<file path="src/rtl/qbu_verify_ctrl_pkg.sv">
// Shared types and constants for the Qbu preemption verification controller.
package qbu_verify_pkg;

  // Verification FSM states; encodings are visible on o_verify_state.
  typedef enum logic [2:0] {
    ST_DISABLED = 3'd0,
    ST_INIT     = 3'd1,
    ST_IDLE     = 3'd2,
    ST_SEND     = 3'd3,
    ST_WAIT     = 3'd4,
    ST_VERIFIED = 3'd5,
    ST_FAILED   = 3'd6
  } verify_state_e;

  localparam int unsigned VERIFY_TIMER_MIN = 1;
  localparam int unsigned VERIFY_TIMER_MAX = 128;
  localparam int unsigned ERR_CNT_W        = 16;

  // Maps the register timer value into the legal 1..128 ms window.
  function automatic logic [7:0] clamp_timer(input logic [7:0] t);
    if (t < 8'(VERIFY_TIMER_MIN)) return 8'(VERIFY_TIMER_MIN);
    if (t > 8'(VERIFY_TIMER_MAX)) return 8'(VERIFY_TIMER_MAX);
    return t;
  endfunction

endpackage

</file>
<file path="src/rtl/qbu_verify_ctrl_if.sv">
// mPacket request/ack and receive-event signals between the controller and the TX/RX MAC.
interface qbu_verify_ctrl_if;
  logic tx_verify_req;
  logic tx_verify_ack;
  logic tx_respond_req;
  logic tx_respond_ack;
  logic rx_verify;
  logic rx_respond;

  // Controller side.
  modport master (
    output tx_verify_req, tx_respond_req,
    input  tx_verify_ack, tx_respond_ack, rx_verify, rx_respond
  );

  // MAC side.
  modport slave (
    input  tx_verify_req, tx_respond_req,
    output tx_verify_ack, tx_respond_ack, rx_verify, rx_respond
  );
endinterface

</file>
<file path="src/rtl/qbu_verify_ctrl_ms_timer.sv">
// Verify timeout timer: a cycle prescaler producing ms ticks and an 8-bit ms down-counter.
// expire is high during the final tick, so a consumer registering on it acts exactly
// load_val * TICKS_PER_MS cycles after the load edge.
module qbu_ms_timer #(
  parameter int TICKS_PER_MS = 125000
) (
  input  logic       i_clk,
  input  logic       i_rst,
  input  logic       load,
  input  logic [7:0] load_val,
  output logic       expire
);

  localparam int PRE_W = (TICKS_PER_MS > 1) ? $clog2(TICKS_PER_MS) : 1;

  logic [PRE_W-1:0] pre_q;
  logic [7:0]       ms_q;
  logic             tick;

  assign tick   = (pre_q == PRE_W'(TICKS_PER_MS - 1));
  assign expire = tick && (ms_q == 8'd1);

  // Prescaler and ms counter; idle once the count reaches zero.
  always_ff @(posedge i_clk) begin
    // NOTE: sequential state uses non-blocking assignments so every flop samples pre-edge values.
    if (i_rst) begin
      pre_q <= '0;
      ms_q  <= '0;
    end else if (load) begin
      pre_q <= '0;
      ms_q  <= load_val;
    end else if (ms_q != 8'd0) begin
      if (tick) begin
        pre_q <= '0;
        ms_q  <= ms_q - 8'd1;
      end else begin
        pre_q <= pre_q + 1'b1;
      end
    end
  end

endmodule

</file>
<file path="src/rtl/qbu_verify_ctrl.sv">
// IEEE 802.3br preemption verification sequencer for one Qbu TX/RX port pair,
// plus the independent respond-mPacket responder.
module qbu_verify_ctrl
  import qbu_verify_pkg::*;
#(
  parameter int TICKS_PER_MS = 125000,
  parameter int VERIFY_LIMIT = 3,
  parameter int AUTO_START   = 1
) (
  input  logic                 i_clk,
  input  logic                 i_rst,
  input  logic                 i_reset,
  input  logic                 i_verify_enabled,
  input  logic [7:0]           i_verify_timer,
  input  logic                 i_start_verify,
  input  logic                 i_clear_verify,
  input  logic                 i_link_up,
  qbu_verify_ctrl_if.master    mac,
  output logic                 o_preempt_enable,
  output logic [2:0]           o_verify_state,
  output logic [ERR_CNT_W-1:0] o_err_verify_cnt
);

  logic                 rst;
  verify_state_e        state_q, state_d;
  logic [2:0]           attempt_q;
  logic [ERR_CNT_W-1:0] err_q;
  logic                 take_ack, take_expire, clr_err;
  logic                 expire;
  logic [7:0]           timer_load_val;
  logic                 preempt_d, preempt_q;
  logic                 verify_req_d, verify_req_q;
  logic                 pending_q;

  // The register-block soft reset behaves exactly like the hard reset.
  assign rst            = i_rst | i_reset;
  assign timer_load_val = clamp_timer(i_verify_timer);

  qbu_ms_timer #(
    .TICKS_PER_MS(TICKS_PER_MS)
  ) u_ms_timer (
    .i_clk    (i_clk),
    .i_rst    (rst),
    .load     (take_ack),
    .load_val (timer_load_val),
    .expire   (expire)
  );

  // Next-state logic: global overrides first, then per-state rules.
  // DISABLED only leaves once enabled and link are both up, so link/start/clear overrides skip it.
  always_comb begin
    // NOTE: every always_comb output gets a default first so no path can infer a latch.
    state_d     = state_q;
    take_ack    = 1'b0;
    take_expire = 1'b0;
    clr_err     = 1'b0;
    if (!i_verify_enabled) begin
      state_d = ST_DISABLED;
    end else if (state_q == ST_DISABLED) begin
      if (i_link_up) state_d = ST_INIT;
    end else if (!i_link_up) begin
      state_d = ST_INIT;
    end else if (i_clear_verify) begin
      state_d = ST_INIT;
      clr_err = 1'b1;
    end else if (i_start_verify) begin
      state_d = (state_q == ST_IDLE) ? ST_SEND : ST_INIT;
    end else begin
      unique case (state_q)
        ST_INIT: state_d = ST_IDLE;
        ST_IDLE: if (AUTO_START != 0) state_d = ST_SEND;
        ST_SEND: begin
          if (mac.tx_verify_ack) begin
            take_ack = 1'b1;
            state_d  = ST_WAIT;
          end
        end
        ST_WAIT: begin
          // A response in the expiry cycle wins and suppresses the error count.
          if (mac.rx_respond) begin
            state_d = ST_VERIFIED;
          end else if (expire) begin
            take_expire = 1'b1;
            state_d     = (attempt_q < 3'(VERIFY_LIMIT)) ? ST_SEND : ST_FAILED;
          end
        end
        ST_VERIFIED, ST_FAILED: state_d = state_q;
        default: state_d = ST_DISABLED;
      endcase
    end
  end

  // Output decode from the next state, so the registered outputs line up with the state.
  always_comb begin
    preempt_d    = 1'b0;
    verify_req_d = 1'b0;
    unique case (state_d)
      ST_DISABLED: preempt_d    = i_link_up;
      ST_VERIFIED: preempt_d    = 1'b1;
      ST_SEND:     verify_req_d = 1'b1;
      default:     ;
    endcase
  end

  // State register and registered FSM outputs.
  always_ff @(posedge i_clk) begin
    if (rst) begin
      state_q      <= ST_DISABLED;
      preempt_q    <= 1'b0;
      verify_req_q <= 1'b0;
    end else begin
      state_q      <= state_d;
      preempt_q    <= preempt_d;
      verify_req_q <= verify_req_d;
    end
  end

  // Attempt counter and saturating verify-timeout error counter.
  always_ff @(posedge i_clk) begin
    if (rst) begin
      attempt_q <= '0;
      err_q     <= '0;
    end else begin
      if (state_q == ST_INIT)  attempt_q <= '0;
      else if (take_ack)       attempt_q <= attempt_q + 3'd1;
      if (clr_err)                        err_q <= '0;
      else if (take_expire && err_q != '1) err_q <= err_q + 1'b1;
    end
  end

  // Responder: one pending respond request; a verify in the ack cycle re-arms it.
  always_ff @(posedge i_clk) begin
    if (rst) pending_q <= 1'b0;
    else     pending_q <= i_link_up & (mac.rx_verify | (pending_q & ~mac.tx_respond_ack));
  end

  assign mac.tx_verify_req  = verify_req_q;
  assign mac.tx_respond_req = pending_q;
  assign o_preempt_enable   = preempt_q;
  assign o_verify_state     = state_q;
  assign o_err_verify_cnt   = err_q;

endmodule

</file>
<file path="src/flat_wrapper.sv">
// flat-port wrapper written by rule: the top's interface ports become plain ports
module qbu_verify_ctrl_flat import qbu_verify_pkg::*;
#(
  parameter int TICKS_PER_MS = 125000,
  parameter int VERIFY_LIMIT = 3,
  parameter int AUTO_START   = 1
)
  (i_clk, i_rst, i_reset, i_verify_enabled, i_verify_timer, i_start_verify, i_clear_verify, i_link_up, o_preempt_enable, o_verify_state, o_err_verify_cnt, mac_tx_verify_req, mac_tx_respond_req, mac_tx_verify_ack, mac_tx_respond_ack, mac_rx_verify, mac_rx_respond);
  qbu_verify_ctrl_if mac_i ();
  input  logic i_clk;
  input  logic i_rst;
  input  logic i_reset;
  input  logic i_verify_enabled;
  input  logic [7:0] i_verify_timer;
  input  logic i_start_verify;
  input  logic i_clear_verify;
  input  logic i_link_up;
  output logic o_preempt_enable;
  output logic [2:0] o_verify_state;
  output logic [ERR_CNT_W-1:0] o_err_verify_cnt;
  output wire logic [$bits(mac_i.tx_verify_req)-1:0] mac_tx_verify_req;
  output wire logic [$bits(mac_i.tx_respond_req)-1:0] mac_tx_respond_req;
  input wire logic [$bits(mac_i.tx_verify_ack)-1:0] mac_tx_verify_ack;
  input wire logic [$bits(mac_i.tx_respond_ack)-1:0] mac_tx_respond_ack;
  input wire logic [$bits(mac_i.rx_verify)-1:0] mac_rx_verify;
  input wire logic [$bits(mac_i.rx_respond)-1:0] mac_rx_respond;
  assign mac_tx_verify_req = mac_i.tx_verify_req;
  assign mac_tx_respond_req = mac_i.tx_respond_req;
  assign mac_i.tx_verify_ack = mac_tx_verify_ack;
  assign mac_i.tx_respond_ack = mac_tx_respond_ack;
  assign mac_i.rx_verify = mac_rx_verify;
  assign mac_i.rx_respond = mac_rx_respond;
  qbu_verify_ctrl #(.TICKS_PER_MS(TICKS_PER_MS), .VERIFY_LIMIT(VERIFY_LIMIT), .AUTO_START(AUTO_START)) u_core (.i_clk(i_clk), .i_rst(i_rst), .i_reset(i_reset), .i_verify_enabled(i_verify_enabled), .i_verify_timer(i_verify_timer), .i_start_verify(i_start_verify), .i_clear_verify(i_clear_verify), .i_link_up(i_link_up), .mac(mac_i), .o_preempt_enable(o_preempt_enable), .o_verify_state(o_verify_state), .o_err_verify_cnt(o_err_verify_cnt));
endmodule
</file>
<file path="config.mk">
export PLATFORM = sky130hd
export DESIGN_NAME = qbu_verify_ctrl_flat
export DESIGN_NICKNAME = d
export VERILOG_FILES = /design/src/rtl/qbu_verify_ctrl_pkg.sv /design/src/rtl/qbu_verify_ctrl_if.sv /design/src/rtl/qbu_verify_ctrl_ms_timer.sv /design/src/rtl/qbu_verify_ctrl.sv /design/src/flat_wrapper.sv
export SDC_FILE = /design/constraint.sdc
export NUM_CORES = 1
export LEC_CHECK = 0
export CORE_MARGIN = 5
export CORE_UTILIZATION = 49
export DETAILED_ROUTE_END_ITERATION = 7
export DONT_BUFFER_PORTS = 1
export PLACE_DENSITY_LB_ADDON = 0.05
export SLEW_MARGIN = 20
export SYNTH_ARGS = -nofsm -noshare
export SYNTH_HDL_FRONTEND = slang
export SYNTH_SLANG_ARGS = --single-unit
</file>
<file path="constraint.sdc">
create_clock -name i_clk -period 2.1 [get_ports i_clk]
set_clock_uncertainty 0.1 [all_clocks]
set_input_delay 0.21 -clock i_clk [delete_from_list [all_inputs] [get_ports i_clk]]
set_output_delay 0.21 -clock i_clk [all_outputs]
set_load 0.03 [all_outputs]
</file>
* Yosys cells after proc, flatten, opt, wreduce, memory -nomap -nowiden
Cells that the tools add are included.
** Operators by class
- Equal/unequal tests :: 11
- Reductions and logical operators :: 12
- Magnitude comparators :: 3
- Bitwise gates (word level) :: 5
- Add/sub/neg operators :: 4
- Mux-type cells :: 44
** Operator list (count)
- $mux W8 :: 7
- $mux W3 :: 10
- $mux W1 :: 23
- $add A17 B1 Y17 const B :: 1
- $eq A17 B17 Y1 const B :: 1
- $mux W17 :: 1
- $add A16 B1 Y16 const B :: 1
- $ne A16 B16 Y1 const B :: 1
- $pmux W3 S5 :: 1
- $eq A3 B3 Y1 const B :: 4
- $eq A3 B2 Y1 const B :: 3
- $eq A8 B1 Y1 const B :: 1
- $gt A8 B8 Y1 const B :: 1
- $lt A8 B1 Y1 const B :: 1
- $reduce_bool A8 Y1 :: 1
- $reduce_or A2 Y1 :: 4
- $sub A8 B1 Y8 const B :: 1
- $logic_not A3 Y1 :: 2
- $reduce_bool A2 Y1 :: 2
- $add A3 B1 Y3 const B :: 1
- $eq A3 B1 Y1 const B :: 1
- $lt A3 B2 Y1 const B :: 1
- $and A1 B1 Y1 :: 2
- $logic_and A1 B1 Y1 :: 2
- 5 further kinds :: 6
** Word-level totals
- Input bits :: 19
- Flip-flop bits (word level) :: 50
- Output and inout port bits :: 22

* Depth between registers and ports, before layout
- Word-level depth :: 12
- Depth in mapped cells :: 8
- Depth with buffers taken out :: 8

* Modules after synthesis
From an unflattened synthesis, not the netlist that was laid out.
** Second synthesis, totals
- Cell total of the unflattened synthesis :: 326
- Area total of the unflattened synthesis :: 2822.7 um^2
** Modules (own cells, without submodules)
- qbu_verify_ctrl :: area each 1428.9 um^2, times used 1, cells an instance 165
- qbu_ms_timer :: area each 1393.8 um^2, times used 1, cells an instance 161

* Worst setup path before layout
OpenSTA, ideal clock, no wires.
- Path kind :: register to register
- Start point :: register u_core.state_q[2], in the netlist u_core.o_verify_state[2]
- End point :: register u_core.err_q[4], in the netlist u_core.o_err_verify_cnt[4]
- Setup slack :: -0.069 ns
- Clock period less this slack :: 2.169 ns
- Data arrival time :: 1.949 ns
- Library setup time :: 0.120 ns
- Cell stages (with the launch flop) :: 7
- Path through :: dfxtp_1 nor4b_1 nand4_4 a2111oi_4 nand4_1 xor2_1 nor2_1
** On the way
- Longest elaborated chain between the ends :: 8
** RTL lines
- from (decl) :: RTL line qbu_verify_ctrl.sv:25 : verify_state_e state_q, state_d;
- from (signal assigned) :: RTL line qbu_verify_ctrl.sv:112 : state_q <= state_d;
- $eq A3 B3 Y1 :: RTL line qbu_verify_ctrl.sv:69 : unique case (state_q)
- $mux W1 :: RTL line qbu_verify_ctrl.sv:69
- $mux W1 :: RTL line qbu_verify_ctrl.sv:66 : end else if (i_start_verify) begin
- $mux W1 :: RTL line qbu_verify_ctrl.sv:63 : end else if (i_clear_verify) begin
- $mux W1 :: RTL line qbu_verify_ctrl.sv:61 : end else if (!i_link_up) begin
- $mux W1 :: RTL line qbu_verify_ctrl.sv:59 : end else if (state_q == ST_DISABLED) begin
- $mux W1 :: RTL line qbu_verify_ctrl.sv:57 : if (!i_verify_enabled) begin
- $logic_and A1 B1 Y1 :: RTL line qbu_verify_ctrl.sv:127 : else if (take_expire && err_q != '1) err_q <= err_q + 1'b1;
- to (signal assigned) :: RTL line qbu_verify_ctrl.sv:127
- to (decl) :: RTL line qbu_verify_ctrl.sv:27 : logic [ERR_CNT_W-1:0] err_q;
Several ways; a longest one is shown, not always the timed one.
A chain may end at the register's enable or synchronous reset.

* Worst setup path after layout
- Start point :: register u_core.u_ms_timer.pre_q[8]
- End point :: register u_core.u_ms_timer.ms_q[3]
** On the way
- Longest elaborated chain between the ends :: 3
** RTL lines
- from (decl) :: RTL line qbu_verify_ctrl_ms_timer.sv:16 : logic [PRE_W-1:0] pre_q;
- from (signal assigned) :: RTL line qbu_verify_ctrl_ms_timer.sv:37 : pre_q <= pre_q + 1'b1;
- $eq A17 B17 Y1 :: RTL line qbu_verify_ctrl_ms_timer.sv:20 : assign tick = (pre_q == PRE_W'(TICKS_PER_MS - 1));
- $reduce_bool A2 Y1 (no line)
- $reduce_and A2 Y1 (no line)
- to (signal assigned) :: RTL line qbu_verify_ctrl_ms_timer.sv:31 : ms_q <= load_val;
- to (signal assigned) :: RTL line qbu_verify_ctrl_ms_timer.sv:35 : ms_q <= ms_q - 8'd1;
- to (decl) :: RTL line qbu_verify_ctrl_ms_timer.sv:17 : logic [7:0] ms_q;
No other way between the ends.

==> run summary <==
Status: completed
Yosys cell types: 45
Final WS setup: 76.2 ps
Register area share after synthesis: 38.4%
Final core utilization: 61.6%
Total track usage: 16.8%
Slew Viols, Final: 0
Ys flop type: dfxtp_1
Delay of the slowest critical-path stage: 420 ps
DR vias: 2,203
GR Util met2: 27.3%
Critical path type: flip-flop to flip-flop
Remaining DRCs: 0
Final worst path period share: 96.4%
Crit path cell chain: nor4_4 > nand4b_4 > nand2b_4 > or4_4 > xor2_2 > a211oi_2
Area Growth Syn to Fin: 21.5%
Fill cells: 501
Clock sink count: 50
Number of synthesized register bits: 50
Worst Path Required: 2230 ps
Num rows: 26
CP Buf/Inv Count: 0
Hold Path Class: input port to flip-flop
Starting Density: 50.7%
Initial antenna violation count: 0
CP max stage cell: or4_4
CTS tree: yes
Pre-CTS setup slack: 37.2 ps
Clk Latency, worst-skew pair: 310 ps
I/O pins: 41
Pin count of the biggest net entering global routing: 18
Highest Clock Rate: 494 MHz
Setup crit end kind: flip-flop
Core area: 5140 um2
Crit Path Max Fanout: 5
Most frequent cells in the layout: 53 x nor2_1, 46 x dfxtp_1, 42 x buf_4
Clock Tree Buf Depth: 2
Mapped cell area: 2600 um2
Startpoint Class: flip-flop
Layout net count: 376
Post-Syn Instances: 306
Worst IR drop on VDD: 0.000341 V
CP top delay family: simple AND/OR/NAND/NOR gates
Post-synth EDFFs: 0
Worst Path Arrival: 2150 ps
Clock H-tree levels: 2
Reg2Reg Depth: 6
Grt total ovfl: 0
Diode count: 0
DR iter-0 viols: 139
WHS Path Cells: 2
Drt total wl: 5490 um
Setup TNS: 0 ps
Hold_ws: 12.4 ps
GRT met1 Usage: 21.0%
Synth async-reset ratio: 0%
Pre-antenna DRT Iters: 4
Clk pin slew, worst setup/hold paths: 90 ps
Global-route wire length before repair: 9830 um
CP Depth: 6
Endpoints failing hold: 0
Routability cong.: 0.766
Gr busiest metal: met2
Ys Warns: 0
Routed wire length per instance: 13.0 um
Commonest non-fill, non-tap cell in the layout: nor2_1
Vias in the first global route: 2,177
Non-Filler Instances: 422
Max cap viols: 0
Die Width: 82.9 um
Placed cells: 404
Slew @ Worst Pin: 521 ps
Pleak: 0.00120 uW
I/O Buffers: 0
Synth Area per Inst: 8.51 um2
Final HPWL DP: 4120 um
Max-slew headroom: 65.2%
DIE AREA: 6870 um2
Tmin final: 2020 ps
Synthesized Nets: 331
Final setup violation count: 0
Pwr dens: 499 nW/um2
Num CTS Buffers: 5
Root buf cell: clkbuf_8
Antenna-violating nets left: 0
Met3 Usage GRT: 5.64%
Share of cells above drive strength 1: 20.7%
Vert. Die Dim: 82.9 um
Routed vias/inst: 5.22
## cell families (layout without fill, tap and decap cells)
group / count (synthesis) / after routing / share of synthesized area, %
and+or+nand+nor: 154 / 154 / 32.2
DFF: 50 / 50 / 38.4
AOI/OAI and AO/OA: 39 / 39 / 10.2
xor gates and xnor gates: 38 / 38 / 12.8
buffers and inverters: 16 / 62 / 2.40
adders and majority gates: 6 / 6 / 2.88
muxes: 3 / 3 / 1.15
## final timing paths
check	start	endpoint	slack, ps
hold reg to reg	u_core.attempt_q[2]	u_core.attempt_q[2]	420
setup reg to reg	u_core.u_ms_timer.pre_q[8]	u_core.u_ms_timer.ms_q[3]	80
setup / recovery	u_core.u_ms_timer.pre_q[8]	u_core.u_ms_timer.ms_q[3]	80
hold / removal	i_verify_timer[4]	u_core.u_ms_timer.ms_q[4]	10
## per-layer routing
layer	wire length [um]	up-vias
met5	0	-
met4	78	0
met3	308	7
met2	2530	36
met1	2570	998
li1	-	1162
## sequential cells by signal, indices dropped and copies added, names as in the netlist
signal / count
u_core.attempt_q: 3
u_core.mac.tx_verify_req: 1
u_core.o_err_verify_cnt: 16
u_core.u_ms_timer.ms_q: 8
u_core.o_preempt_enable: 1
u_core.o_verify_state: 3
u_core.u_ms_timer.pre_q: 17
u_core.mac.tx_respond_req: 1
## timing repair
action                                  4_1_cts  5_1_grt
endpoints found under the hold margin         3        0
gates resized for setup                       0       10
hold buffers                                  5        0
endpoints found under the setup margin        0       10
buffers inserted                              0        5
## layout make-up
class | count | area (um2) | area share [%]
inverter | 6 | 22.5 | 0.712
clock buffer | 5 | 68.8 | 2.17
clock inverter | 3 | 21.3 | 0.672
sequential | 50 | 1010 | 31.9
timing repair buffer | 48 | 385 | 12.2
tap | 70 | 87.6 | 2.77
multi-input combinational | 240 | 1570 | 49.5
## report_power, final
| part | switching [uW] | internal [uW] | leakage [uW] | total [uW] |
|---|---|---|---|---|
| registers | 3.66 | 947 | 0.000405 | 950 |
| logic | 35.9 | 22.7 | 0.000753 | 58.6 |
| clock network | 334 | 235 | 0.0000441 | 569 |
## cell usage after synthesis (2+ instances only)
| master | count | area share (%) |
|---|---|---|
| nor2_1 | 53 | 7.6 |
| dfxtp_1 | 50 | 38 |
| xor2_1 | 29 | 9.8 |
| nand2_1 | 26 | 3.7 |
| nand3_1 | 20 | 3.8 |
| a21oi_1 | 16 | 3.1 |
| nand4_1 | 13 | 3.1 |
| and3_1 | 9 | 2.2 |
| xnor2_1 | 9 | 3.0 |
| clkbuf_1 | 7 | 1.0 |
| nor3_1 | 7 | 1.3 |
| ha_1 | 6 | 2.9 |
| inv_1 | 6 | 0.86 |
| o21ai_0 | 6 | 1.2 |
| a211oi_1 | 4 | 1.2 |
| a31oi_1 | 3 | 0.72 |
| mux2i_1 | 3 | 1.2 |
| nor2b_1 | 3 | 0.72 |
| or3_1 | 3 | 0.72 |
| and4_1 | 2 | 0.67 |
| and4bb_2 | 2 | 0.96 |
| buf_2 | 2 | 0.38 |
| nor4_1 | 2 | 0.48 |
| nor4_4 | 2 | 1.6 |
| or2_2 | 2 | 0.48 |
| or4_1 | 2 | 0.58 |
## per-stage QoR
step | area, um2 | power [uW]
2_1_floorplan | 2610 | 1010
3_5_place_dp | 2940 | 1030
3_3_place_gp | 2940 | 1030
6_report | 3160 | 1580
5_1_grt | 3160 | 1660
4_1_cts | 3080 | 1610
## worst register-to-register path, delay by kind of cell, from the launching register on
kind            cells  cell delay (ps)
compound gates      1              190
simple gates        4             1120
xor+xnor            1              160
flops               1              380
No activity file was read; power rests on OpenSTA's default activity.
